==> src/rtl/regfile_pkg.sv <==
// regfile_pkg: shared constants and enums for the regfile writeback arbiter.
//   DATA_W_DEF / ADDR_W_DEF : default data / register-select widths
//   ZERO_ADDR               : address of the hardwired zero register
//   req_id_e                : requester ids, also used as hold-array indices
//   pri_e                   : round-robin pointer states
package regfile_pkg;
    localparam int DATA_W_DEF = 32;
    localparam int ADDR_W_DEF = 5;
    localparam int ZERO_ADDR  = 0;
    localparam int NUM_REQ    = 2;

    typedef enum logic { REQ_A = 1'b0, REQ_B = 1'b1 } req_id_e;
    typedef enum logic { PRI_A = 1'b0, PRI_B = 1'b1 } pri_e;
endpackage

==> src/rtl/regfile_wb_hold.sv <==
// regfile_wb_hold: one-entry valid/addr/data holding register.
//   clk, rst          : clock, synchronous active-high reset
//   load              : capture in_addr/in_data and mark valid
//   clear             : drop the entry (load wins when both are set)
//   in_addr, in_data  : entry to capture
//   valid, addr, data : current entry
module regfile_wb_hold #(
    parameter int ADDR_W = 5,
    parameter int DATA_W = 32
) (
    input  logic              clk,
    input  logic              rst,
    input  logic              load,
    input  logic              clear,
    input  logic [ADDR_W-1:0] in_addr,
    input  logic [DATA_W-1:0] in_data,
    output logic              valid,
    output logic [ADDR_W-1:0] addr,
    output logic [DATA_W-1:0] data
);
    always_ff @(posedge clk) begin
        if (rst) begin
            valid <= 1'b0;
            addr  <= '0;
            data  <= '0;
        end else if (load) begin
            // a reload on the grant edge keeps the entry full
            valid <= 1'b1;
            addr  <= in_addr;
            data  <= in_data;
        end else if (clear) begin
            valid <= 1'b0;
        end
    end
endmodule

==> src/rtl/regfile_wb_arbiter.sv <==
// regfile_wb_arbiter: shares the regfile write port between requester A
// (ALU result) and requester B (load/sbus return). Each requester feeds a
// one-entry hold; a round-robin arbiter issues one registered write per cycle.
//   clk, rst                          : clock, synchronous active-high reset
//   a_valid/a_ready/a_addr/a_data     : requester A handshake
//   b_valid/b_ready/b_addr/b_data     : requester B handshake
//   rf_we/rf_write_select/rf_sbus_in  : registered regfile write port
//   rd_addr/rd_hazard                 : decode hazard query (combinational)
//   wr_count                          : saturating committed-write count
//   fwd_valid/fwd_data                : in-flight write forward, present only
//                                       when REGFILE_WB_FWD_EN is defined
module regfile_wb_arbiter
    import regfile_pkg::*;
#(
    parameter int DATA_W   = DATA_W_DEF,
    parameter int ADDR_W   = ADDR_W_DEF,
    parameter int ZERO_REG = 1,
    parameter int CNT_W    = 16
) (
    input  logic              clk,
    input  logic              rst,
    input  logic              a_valid,
    output logic              a_ready,
    input  logic [ADDR_W-1:0] a_addr,
    input  logic [DATA_W-1:0] a_data,
    input  logic              b_valid,
    output logic              b_ready,
    input  logic [ADDR_W-1:0] b_addr,
    input  logic [DATA_W-1:0] b_data,
    output logic              rf_we,
    output logic [ADDR_W-1:0] rf_write_select,
    output logic [DATA_W-1:0] rf_sbus_in,
    input  logic [ADDR_W-1:0] rd_addr,
    output logic              rd_hazard,
`ifdef REGFILE_WB_FWD_EN
    output logic              fwd_valid,
    output logic [DATA_W-1:0] fwd_data,
`endif
    output logic [CNT_W-1:0]  wr_count
);
    logic [NUM_REQ-1:0]             in_valid, occ, grant, ready, load;
    logic [NUM_REQ-1:0][ADDR_W-1:0] in_addr, h_addr;
    logic [NUM_REQ-1:0][DATA_W-1:0] in_data, h_data;

    pri_e        pri_q, pri_d;
    req_id_e     gnt_sel;
    logic        gnt_any, gnt_zero, rd_zero;
    logic [ADDR_W-1:0] gnt_addr;

    assign in_valid = {b_valid, a_valid};
    assign in_addr  = {b_addr, a_addr};
    assign in_data  = {b_data, a_data};

    // a hold accepts when empty or when it is being drained this cycle
    assign ready   = ~occ | grant;
    assign load    = in_valid & ready;
    assign a_ready = ready[REQ_A];
    assign b_ready = ready[REQ_B];

    for (genvar i = 0; i < NUM_REQ; i++) begin : g_hold
        regfile_wb_hold #(.ADDR_W(ADDR_W), .DATA_W(DATA_W)) u_hold (
            .clk     (clk),
            .rst     (rst),
            .load    (load[i]),
            .clear   (grant[i]),
            .in_addr (in_addr[i]),
            .in_data (in_data[i]),
            .valid   (occ[i]),
            .addr    (h_addr[i]),
            .data    (h_data[i])
        );
    end

    // pointer only breaks ties; a lone occupied hold always wins
    always_comb begin
        grant = '0;
        if (occ[REQ_A] && (!occ[REQ_B] || pri_q == PRI_A))
            grant[REQ_A] = 1'b1;
        else if (occ[REQ_B])
            grant[REQ_B] = 1'b1;
    end

    assign gnt_any  = |grant;
    assign gnt_sel  = grant[REQ_B] ? REQ_B : REQ_A;
    assign gnt_addr = h_addr[gnt_sel];
    // zero-register writes still take the slot but never reach the regfile
    assign gnt_zero = (ZERO_REG != 0) && (gnt_addr == ADDR_W'(ZERO_ADDR));
    assign rd_zero  = (ZERO_REG != 0) && (rd_addr == ADDR_W'(ZERO_ADDR));

    always_ff @(posedge clk) begin
        if (rst) pri_q <= PRI_A;
        else     pri_q <= pri_d;
    end

    always_comb begin
        pri_d = pri_q;
        case (pri_q)
            PRI_A: if (grant[REQ_A]) pri_d = PRI_B;
                   else if (grant[REQ_B]) pri_d = PRI_A;
            PRI_B: if (grant[REQ_B]) pri_d = PRI_A;
                   else if (grant[REQ_A]) pri_d = PRI_B;
            default: pri_d = PRI_A;
        endcase
    end

    always_ff @(posedge clk) begin
        if (rst) begin
            rf_we           <= 1'b0;
            rf_write_select <= '0;
            rf_sbus_in      <= '0;
            wr_count        <= '0;
        end else if (gnt_any && !gnt_zero) begin
            rf_we           <= 1'b1;
            rf_write_select <= gnt_addr;
            rf_sbus_in      <= h_data[gnt_sel];
            if (wr_count != '1)
                wr_count <= wr_count + 1'b1;
        end else begin
            rf_we <= 1'b0;
        end
    end

    always_comb begin
        rd_hazard = 1'b0;
        if (!rd_zero)
            rd_hazard = (occ[REQ_A] && h_addr[REQ_A] == rd_addr) ||
                        (occ[REQ_B] && h_addr[REQ_B] == rd_addr) ||
                        (rf_we && rf_write_select == rd_addr);
    end

`ifdef REGFILE_WB_FWD_EN
    assign fwd_valid = rf_we && (rf_write_select == rd_addr) && !rd_zero;
    assign fwd_data  = rf_sbus_in;
`endif
endmodule

==> config.mk <==
export PLATFORM = sky130hd
export DESIGN_NAME = regfile_wb_arbiter
export DESIGN_NICKNAME = d
export VERILOG_FILES = /design/src/rtl/regfile_pkg.sv /design/src/rtl/regfile_wb_hold.sv /design/src/rtl/regfile_wb_arbiter.sv
export SDC_FILE = /design/constraint.sdc
export NUM_CORES = 1
export LEC_CHECK = 0
export CORE_MARGIN = 4
export CORE_UTILIZATION = 30
export DETAILED_ROUTE_END_ITERATION = 6
export DONT_BUFFER_PORTS = 1
export HOLD_SLACK_MARGIN = 0.12
export PLACE_DENSITY = 0.44
export SLEW_MARGIN = 0
export SYNTH_ARGS = -nofsm -noshare
export SYNTH_HDL_FRONTEND = slang
export SYNTH_SLANG_ARGS = --single-unit
==> constraint.sdc <==
create_clock -name clk -period 1.8 [get_ports clk]
set_clock_uncertainty 0.05 [all_clocks]
set_input_delay 0.18 -clock clk [delete_from_list [all_inputs] [get_ports clk]]
set_output_delay 0.18 -clock clk [all_outputs]
set_load 0.01 [all_outputs]
### Word level (Yosys, flattened, before mapping)

Index checks and enable logic that the tools add are counted.

* bits in writable memories: 0
* input bits: 83
* latch bits: 0
* logic and storage cells: 54
* output and inout port bits: 57
* ROM bits: 0
* memories: 0
* bits in registers: 131

* reductions and logical operators: 16
* muxes and demuxes: 17
* equal/unequal tests: 4
* multipliers: 0
* divide/modulo/power cells: 0
* bitwise logic cells: 4
* $add $sub $neg: 1
* shift operators: 0
* magnitude comparators: 1

Operators by type and width (count)
* 32-bit two-way mux: 2
* 16-bit by 1-bit adder with 16-bit output (second input constant): 1
* 16-bit inequality test (second input constant): 1
* 5-bit == test: 3
* 1-bit two-way mux: 12
* 5-bit zero test: 2
* 5-bit two-way mux: 2
* 1-bit logical AND: 5
* 2-bit nonzero test: 2
* 1-bit logical OR: 3
* 2-bit bitwise AND: 1
* 1-bit zero test: 2
* 1-bit by 2-bit less-than comparator with 1-bit output (second input constant): 1
* 2-bit inverter: 1
* 2-bit OR: 1
* 1-bit one-hot mux with 2 select lines: 1
* 2-bit AND reduction: 1
* 2-bit OR reduction: 1
* 1-bit inverter: 1

### Depth between registers and ports, before layout

* depth after elaboration: 11
* mapped depth: 8

### Hierarchy

Synthesis repeated with hierarchy kept, for this count alone.

* cells, all modules: 599
* area total of the unflattened synthesis: 5534.1 um^2

Modules (own cells, without submodules)
* regfile_wb_arbiter: area each 2811.4 um^2, cells each 353, times used 1, sequential area each 1101.1 um^2
* regfile_wb_hold: area each 1361.3 um^2, cells each 123, times used 2, sequential area each 760.7 um^2

### Worst setup path before layout

Ideal clock, no wire load.

* path type: reg2reg
* start point: register g_hold[1].u_hold.addr[4]
* end point: register rf_sbus_in[18]
* library setup time: 147 ps
* buffers on the path: 2
* cell stages (with the launch flop): 8
* arrival: 1611 ps
* slack: -8 ps
* cell sequence: dfxtp_1 > or4_4 > o211ai_2 > nand2_1 > buf_6 > buf_2 > nor2_1 > a311oi_2

* longest elaborated chain between the ends: 5

Ends and longest elaborated chain
* start: declaration: RTL line regfile_wb_hold.sv:18 `output logic [ADDR_W-1:0] addr,`
* start signal: assignment: RTL line regfile_wb_hold.sv:29 `addr <= in_addr;`
* 5-bit two-way mux (implied by the code) (2 in a row): RTL line regfile_wb_arbiter.sv:85 `assign gnt_addr = h_addr[gnt_sel];`
* 5-bit zero test: RTL line regfile_wb_arbiter.sv:87 `assign gnt_zero = (ZERO_REG != 0) && (gnt_addr == ADDR_W'(ZERO_ADDR));`
* 1-bit zero test: RTL line regfile_wb_arbiter.sv:112 `end else if (gnt_any && !gnt_zero) begin`
* 1-bit logical AND: RTL line regfile_wb_arbiter.sv:112
* end signal: assignment: RTL line regfile_wb_arbiter.sv:115 `rf_sbus_in <= h_data[gnt_sel];`
* end: declaration: RTL line regfile_wb_arbiter.sv:32 `output logic [DATA_W-1:0] rf_sbus_in,`

Every way passes these cells. The select of a mux whose other input is x is not followed.
A chain may end at the register's enable or synchronous reset.

### Worst setup path after layout

* start point: register g_hold[0].u_hold.addr[4]
* end point: register rf_sbus_in[8]

* longest elaborated chain between the ends: 5

Ends and longest elaborated chain (RTL line)
* start: declaration: regfile_wb_hold.sv:18
* start signal: assignment: regfile_wb_hold.sv:29
* 5-bit two-way mux (implied by the code) (2 in a row): regfile_wb_arbiter.sv:85
* 5-bit zero test: regfile_wb_arbiter.sv:87
* 1-bit zero test: regfile_wb_arbiter.sv:112
* 1-bit logical AND: regfile_wb_arbiter.sv:112

Every way passes these cells. The select of a mux whose other input is x is not followed.

==> flow_summary.yaml <==
setup_path:
  cpPeakStageDelay_ns: 0.47
  critPathCaptureType: "flop"
  startpoint_type: "flop"
  arrival_ns: 2.21
  crit_path_max_fanout: 8
  crit_buf_inv: 3
  path_class: "flop to flop"
  cp_top_family: "simple AND/OR/NAND/NOR gates"
  crit_slowest_cell: "or4_4"
  cp.required_ns: 2.07
  cp_common_cell: "buf_4"
  cp_cell_sequence: "buf_4 -> or4_4 -> o21ai_4 -> buf_4 -> nand2_8 -> clkbuf_16 -> a311oi_2"
cts:
  hold_buffers: 5
  h-tree-depth: 4
  cts_made_buffers: 17
  cts-root-buf: "clkbuf_16"
  clkSinkCount: 131
  clk_pin_slew_ns: 0.06
  cts_tree: "built"
  clock_path_buffers: 2
  insertion_delay_ns: 0.42
yosys:
  ys_ff_latch: 131
  synth_top_area_share_pct: 47.11
  yosysUniqueCellTypes: 43
  syn_inst: 677
  synth_edf_count: 0
  syn_area_per_cell_um2: 8.222
  syn_nets: 761
  synth-seq-area-share_pct: 47.11
  synth_async_sr_flop_share_pct: 0
  synth_top_area_cell: "dfxtp_1"
  synthFlopType: "dfxtp_1"
  yosysMostFrequentCell: "nand2_1"
  synth_area_leaders: "dfxtp_1 (47%), nand2_1 (16%), a311oi_2 (8.1%), a21oi_1 (7.6%), nor2_1 (3.6%)"
  yosysWarnings: 0
  synth.cell_area_um2: 5567
  yosys-top-cells-count: "nand2_1 (232), dfxtp_1 (131), a21oi_1 (84)"
floorplanning:
  rows: 49
  die_area_um2: 20800
  top_level_ports: 140
  core_area_um2: 18090
  die_x_um: 144.2
  die_y_um: 144.2
  start_util_pct: 30.78
sta:
  final-setup-viol-count: 46
  period_needed_ns: 1.933
  timing.fmax_mhz: 517.4
  drv_slew: 0
  fin_setup_tns_ns: -4.108
  rsz0062_at_grt: "yes"
  setup_slack_ns: -0.1326
  tightestPinTransition_ns: 0.4712
  period_share_pct: 107.4
  holdWs_ns: -0.2085
  finalHoldViolCount: 127
  max-slew-margin-rel_pct: 68.58
route:
  antenna_left: 0
  drt_wl_total_um: 17430
  drc: 0
  viasPerCell: 5.020
  vias: 4869
  wire_per_inst_um: 17.97
  firstDrtPassIters: 4
  first_iter_violations: 190
finish:
  n_antenna_cell: 0
  final_cells: 970
  drive_gt1_share_pct: 28.07
  syn2layout_area_growth_pct: 32.48
  fin_nets: 814
outcome:
  violations: "negative hold slack, negative setup slack"
  status: "finished, violations left"
placement:
  io_buffer_count: 0
  dp_cells: 923
  place_congestion: 0.8084
  dp_hpwl_um: 10780
power_and_ir_drop:
  power-per-cell-area_nw_per_um2: 1017
  power_mw: 7.498
  ir_drop_v: 0.0006273
  power.leakage_nw: 2.678
grt:
  gr-total-overflow: 0
  grt_pass1_vias: 4908
  grt.total_usage_pct: 15.96
  grt_max_degree: 133
  grt_pass1_wl_um: 25900
  antenna_found_initial: 0
flow_run:
  maxCapViolCount: 0
hold_path:
  hold_path_class: "input pin to flop"
[metal layers]
metal | global-route usage, % | part of all wire (%)
met5 | 0 | 0
met4 | 5.351 | 1.7
met3 | 5.853 | 5.8
met2 | 26.04 | 49
met1 | 19.57 | 44
[metrics by stage]
stage / area (µm²) / util (%) / setup slack [ns]
5_1_grt: 7375 / 40.77 / -0.2162
3_5_place_dp: 6238 / 34.49 / -0.07504
4_1_cts: 6944 / 38.40 / -0.1191
2_1_floorplan: 5598 / - / 0.006829
3_3_place_gp: 6238 / 34.49 / -0.07813
6_report: 7375 / 40.77 / -0.1326
[cells by family after synthesis]
| kind of cell | count (synthesis) | synth area share [%] |
|---|---|---|
| adder cells (fa/ha/maj) | 1 | 0.2247 |
| XOR/XNOR | 28 | 4.405 |
| buffers and inverters | 49 | 3.956 |
| AND/OR/NAND/NOR | 323 | 23.58 |
| multiplexers | 2 | 0.3821 |
| AO/OA/AOI/OAI | 143 | 20.34 |
| flip-flops | 131 | 47.11 |
[final timing paths]
kind	from	endpoint	slack, ns	depth (start not counted)
worst max-delay path	g_hold[0].u_hold.addr[4]	rf_sbus_in[8]	-0.13	7
worst min-delay path	rst	wr_count[4]	-0.21	1
worst max register to register	g_hold[0].u_hold.addr[4]	rf_sbus_in[8]	-0.13	7
worst min register to register	g_hold[1].u_hold.data[5]	g_hold[1].u_hold.data[5]	0.40	2
[repair_timing]
action / 4_1_cts / 5_1_grt
endpoints found under the setup margin: 81 / 54
resized for setup: 27 / 63
pin swaps: 15 / 20
setup buffers: 1 / 5
gates cloned: 0 / 6
hold endpoints to repair: 131 / 127
[cell usage in the layout, fill, tap and decap left out, drive strengths merged, types with 4 or more instances in the layout]
| cell type | synthesis | routed |
|---|---|---|
| nand2 | 232 | 232 |
| nor2 | 55 | 55 |
| a22oi | 4 | 4 |
| nand3 | 9 | 9 |
| xnor2 | 16 | 16 |
| dfxtp | 131 | 131 |
| a221oi | 4 | 4 |
| xor2 | 12 | 12 |
| clkinvlp | 0 | 4 |
| buf | 9 | 73 |
| and2 | 4 | 4 |
| clkbuf | 38 | 24 |
| clkinv | 0 | 4 |
| dlygate4sd3 | 0 | 5 |
| a311oi | 33 | 33 |
| a21oi | 84 | 84 |
| and3 | 5 | 5 |
| nor4 | 4 | 4 |
| a2111oi | 5 | 5 |
[power breakdown]
group          internal (mW)  switching, mW
logic                  0.474          0.521
clock network           1.95           1.26
registers               3.10          0.194
[layout make-up]
| class | instances | area, µm² |
|---|---|---|
| sequential | 131 | 2633 |
| inverter | 2 | 7.507 |
| clock buffer | 21 | 460.4 |
| multi-input combinational | 497 | 3048 |
| tap | 229 | 286.5 |
| timing repair buffer | 81 | 855.8 |
| clock inverter | 9 | 83.83 |
| fill | 1816 | 10710 |
[flip-flops by register name, indices dropped and copies added, names as in the netlist]
| name | count |
|---|---|
| g_hold.u_hold.data | 64 |
| rf_write_select | 5 |
| wr_count | 16 |
| rf_sbus_in | 32 |
| pri_q | 1 |
| rf_we | 1 |
| g_hold.u_hold.addr | 10 |
| g_hold.u_hold.valid | 2 |
[worst reg2reg max path, cell delays in order (launching register included)]
cell	delay, ns
dfxtp_2	0.32
buf_4	0.13
or4_4	0.47
o21ai_4	0.18
buf_4	0.16
nand2_8	0.12
clkbuf_16	0.22
a311oi_2	0.20
(Power assumes the default switching activity.)
